===== config.mk =====
export PLATFORM = sky130hd
export DESIGN_NAME = led_frame_loader
export DESIGN_NICKNAME = d
export VERILOG_FILES = /design/src/rtl/led_frame_loader.sv
export SDC_FILE = /design/constraint.sdc
export NUM_CORES = 1
export LEC_CHECK = 0
export ABC_CLOCK_PERIOD_IN_PS = 1600
export CORE_MARGIN = 2
export CORE_UTILIZATION = 39
export CTS_CLUSTER_DIAMETER = 40
export DETAILED_ROUTE_END_ITERATION = 10
export PLACE_DENSITY_LB_ADDON = 0.05
export SYNTH_ARGS = -nofsm -noshare
export SYNTH_HDL_FRONTEND = slang
export SYNTH_SLANG_ARGS = --single-unit

===== constraint.sdc =====
create_clock -name clk -period 1.6 [get_ports clk]
set_input_delay 0.24 -clock clk [delete_from_list [all_inputs] [get_ports clk]]
set_output_delay 0.24 -clock clk [all_outputs]
set_load 0.01 [all_outputs]

===== src/rtl/led_frame_loader.sv =====
// Double-buffered LED frame loader: row words stream into a back buffer, then the whole frame swaps to the front.
// Latency: the front buffer updates 1 edge after the last-word accept, or on the first i_frame_tick after it (SYNC_SWAP=1).
// Backpressure: o_ready is a registered state decode, held low while a completed frame waits to swap.
module led_frame_loader #(
    parameter int NUM_ROWS       = 4,
    parameter int NUM_ROWS_WIDTH = 2,
    parameter int NUM_COLS       = 8,
    parameter int SYNC_SWAP      = 1
) (
    input  logic                         clk,
    input  logic                         i_rst_n,
    input  logic                         i_valid,
    output logic                         o_ready,
    input  logic [NUM_COLS-1:0]          i_data,
    input  logic                         i_frame_start,
    input  logic                         i_frame_tick,
    output logic [NUM_ROWS*NUM_COLS-1:0] o_rows_flat,
    output logic [NUM_ROWS_WIDTH-1:0]    o_row_ptr,
    output logic                         o_swap
);

    typedef enum logic {
        ST_LOAD,
        ST_WAIT_SWAP
    } state_t;

    localparam logic [NUM_ROWS_WIDTH-1:0] LAST_ROW = NUM_ROWS_WIDTH'(NUM_ROWS - 1);
    localparam logic [NUM_ROWS_WIDTH-1:0] PTR_ONE  = NUM_ROWS_WIDTH'(1);

    state_t                         state_q, state_d;
    logic [NUM_ROWS_WIDTH-1:0]      ptr_q, ptr_d;
    logic [NUM_ROWS*NUM_COLS-1:0]   back_q, back_d;
    logic [NUM_ROWS*NUM_COLS-1:0]   front_q, front_d;
    logic                           swap_q, swap_d;
    logic                           accept;
    logic [NUM_ROWS_WIDTH-1:0]      ptr_sel;

    always_comb begin
        state_d = state_q;
        ptr_d   = ptr_q;
        back_d  = back_q;
        front_d = front_q;
        swap_d  = 1'b0;
        accept  = i_valid && (state_q == ST_LOAD);
        // A frame-start that coincides with an accept retargets this word to row 0.
        ptr_sel = i_frame_start ? '0 : ptr_q;

        case (state_q)
            ST_LOAD: begin
                if (accept) begin
                    for (int r = 0; r < NUM_ROWS; r++) begin
                        if (ptr_sel == NUM_ROWS_WIDTH'(r)) begin
                            back_d[r*NUM_COLS +: NUM_COLS] = i_data;
                        end
                    end
                    if (ptr_sel == LAST_ROW) begin
                        state_d = ST_WAIT_SWAP;
                        ptr_d   = '0;
                    end else begin
                        ptr_d = ptr_sel + PTR_ONE;
                    end
                end else if (i_frame_start) begin
                    ptr_d = '0;
                end
            end
            ST_WAIT_SWAP: begin
                // Ticks only count once the frame is complete, so a tick on the last-word edge is skipped.
                if ((SYNC_SWAP == 0) || i_frame_tick) begin
                    front_d = back_q;
                    swap_d  = 1'b1;
                    state_d = ST_LOAD;
                end
            end
            default: state_d = ST_LOAD;
        endcase
    end

    always_ff @(posedge clk or negedge i_rst_n) begin
        if (!i_rst_n) begin
            state_q <= ST_LOAD;
            ptr_q   <= '0;
            back_q  <= '0;
            front_q <= '0;
            swap_q  <= 1'b0;
        end else begin
            state_q <= state_d;
            ptr_q   <= ptr_d;
            back_q  <= back_d;
            front_q <= front_d;
            swap_q  <= swap_d;
        end
    end

    assign o_ready     = (state_q == ST_LOAD);
    assign o_rows_flat = front_q;
    assign o_row_ptr   = ptr_q;
    assign o_swap      = swap_q;

endmodule


==> results.json <==
{
  "report.final.slew_viol_count": 0,
  "synth-seq-cells": 68,
  "grtUsageMet2_pct": 25.1,
  "cts_max_level": 3,
  "grt_use_met3_pct": 6.81,
  "ys_types": 13,
  "initial_core_util_pct": 40.4,
  "clkLatencyLatePin_ps": 340,
  "syn_to_final_growth_pct": 36.7,
  "critical_path.endpoint_type": "output pin",
  "grt_use_met1_pct": 17.7,
  "die_area_sq_mm": 0.00725,
  "p_int_mw": 4.29,
  "required_ps": 1360,
  "min_path_type": "in2async",
  "vias_per_cell": 4.90,
  "p_sw_share_pct": 25.9,
  "maxSlewHeadroom_pct": 76.1,
  "critPathBufInv": 1,
  "synth_top_area_share_pct": 66.3,
  "drive_gt1_share_pct": 43.4,
  "synth.avg_cell_area_sq_um": 17.0,
  "grt_pass1_vias": 1631,
  "min_period_ps": 1500,
  "crit_chain": "clkdlybuf4s50_1",
  "grt_max_degree": 69,
  "setup_viol": 0,
  "crit_family": "buffers and inverters",
  "firstDrtPassIters": 4,
  "die_y_um": 85.1,
  "cts_tree": "built",
  "worstMarginPinSlew_ps": 359,
  "coreArea_sq_mm": 0.00635,
  "grt_overflow": 0,
  "slowest_delay_ps": 560,
  "fin_area_sq_mm": 0.00351,
  "cts.root.buffer_cell": "clkbuf_8",
  "drc_errors": 0,
  "switchingPower_mw": 1.50,
  "holdWs_ps": 454,
  "place_area_sq_mm": 0.00328,
  "place_congestion": 0.738,
  "synth_top_cells_by_area": "dfrtp_1 66%, mux2_2 28%, nor3_4 1.3%",
  "final_antenna_net_count": 0,
  "p_comb_share_pct": 29.4,
  "pin_count": 49,
  "dieWidth_um": 85.1,
  "num_vias": 1486,
  "final.setup_skew_ps": 8.74,
  "seqPwrFrac_pct": 46.3,
  "dpl.hpwl_mm": 3.37,
  "synth-seq-area-share_pct": 66.3,
  "io_buffer_count": 48,
  "hold_viol": 0,
  "nets": 235,
  "power_frac_clock_pct": 24.3,
  "synth_area_leader_cell": "dfrtp_1",
  "peakVddDrop_v": 0.00115,
  "numClockSinks": 68,
  "drt-initial-drc-count": 31,
  "nFillCells": 496,
  "syn_area_sq_mm": 0.00257,
  "max_freq_mhz": 666,
  "synth_warnings": 0,
  "power.total_mw": 5.79,
  "crit_fanout": 2,
  "arrival_ps": 1260,
  "rsz0062_at_grt": "false",
  "powerDensity_mw_per_mm2": 1650,
  "power_leakage_nw": 1.60,
  "status": "finished clean",
  "synth.net_count": 165,
  "critPathKind": "reg2out",
  "startpoint_type": "flop",
  "antenna_cells": 0,
  "grt-busiest-layer": "met2",
  "grtUsageTotal_pct": 15.2,
  "row_count": 29,
  "cpMaxStageDelayCell": "clkdlybuf4s50_1",
  "cap_violations": 0,
  "cts-buffers-inserted": 9,
  "path_clk_slew_ps": 70,
  "fin_crit_sh_pct": 93.8,
  "drt-total-wl_mm": 4.97,
  "synth_cells": 151,
  "avgRoutedWirePerCell_um": 16.4,
  "clockBufferDepth": 2,
  "antenna_found_initial": 0,
  "grt_pass1_wl_mm": 8.20
}
-- worst min-delay path: cells and delay by family --
family                 cells  cell delay, ps
buffers and inverters      3             950
-- cell families after synthesis --
family / count (synthesis) / synth area share [%]
fa+ha+maj: 1 / 0.487
compound gates: 4 / 1.07
flops: 68 / 66.3
mux: 64 / 28.1
buf+inv: 5 / 0.877
simple gates: 9 / 3.22
-- metal layers --
metal	routed length, um	up-vias	part of all wire (%)
met5	0	-	0
met4	64	0	1.3
met3	244	7	4.9
met2	2500	39	50
met1	2160	766	43
li1	-	674	-
-- sequential cells by signal (all words and copies together), names as in the netlist --
| register | count |
|---|---|
| o_rows_flat | 32 |
| o_swap | 1 |
| o_row_ptr | 2 |
| state_q | 1 |
| back_q | 32 |
-- metrics by stage --
step,utilization [%],setup TNS (ps),std cells,setup slack [ps]
final,55.3,0,303,98.7
after floorplan,-,0,151,89.1
after global placement,51.7,-3930,284,-178
after CTS,55.0,0,301,1.63
after global routing,55.3,0,303,35.6
after detailed placement,51.7,-4490,284,-211
-- synthesized netlist by cell type --
cell type	count
a22o_1	2
buf_2	3
dfrtp_1	68
ha_1	1
inv_1	2
mux2_2	64
nand2_1	2
nand2b_1	2
nand2b_2	1
nand4b_2	1
nor2b_1	1
nor3_4	2
o21ai_0	2
-- placed cells by master (no fill, tap or decap), types with 6 or more instances in the layout --
master,instances
clkdlybuf4s50_1,46
dfrtp_1,67
mux2_2,64
buf_12,6
clkbuf_8,11
buf_4,7
-- what timing repair did --
action	4_1_cts	5_1_grt
setup buffers	0	2
setup endpoints to repair	2	1
pin swaps	0	0
hold buffers	1	0
hold endpoints to repair	68	0
resized for setup	2	0
-- worst paths after layout --
path	from	end	slack (ps)	cells past startpoint
worst max register to register	o_row_ptr[0]$_DFFE_PN0N_	back_q[0]$_DFFE_PN0P_	110	6
worst min register to register	back_q[6]$_DFFE_PN0P_	o_rows_flat[6]$_DFFE_PN0P_	500	1
max in group asynchronous	i_rst_n	back_q[15]$_DFFE_PN0P_	860	3
worst min-delay path	i_rst_n	o_row_ptr[0]$_DFFE_PN0N_	450	3
worst max-delay path	o_rows_flat[3]$_DFFE_PN0P_	o_rows_flat[3]	100	1
min in group clk	back_q[6]$_DFFE_PN0P_	o_rows_flat[6]$_DFFE_PN0P_	500	1
-- power by group through the flow --
stage	Combinational, mW	Clock (mW)	Sequential, mW
2_1_floorplan	0.626	0	2.82
3_3_place_gp	1.66	0	2.70
3_5_place_dp	1.71	0	2.73
4_1_cts	1.72	1.46	2.70
5_1_grt	1.82	1.55	2.78
6_report	1.70	1.41	2.68
-- layout make-up --
class	count	area (sq um)	share of cell area (%)
sequential	68	1700	48.5
inverter	2	7.51	0.214
tap	77	96.3	2.75
clock buffer	12	155	4.42
clock inverter	4	47.5	1.35
timing repair buffer	62	657	18.7
multi-input combinational	78	843	24.0
No activity file was read; power rests on OpenSTA's default activity.
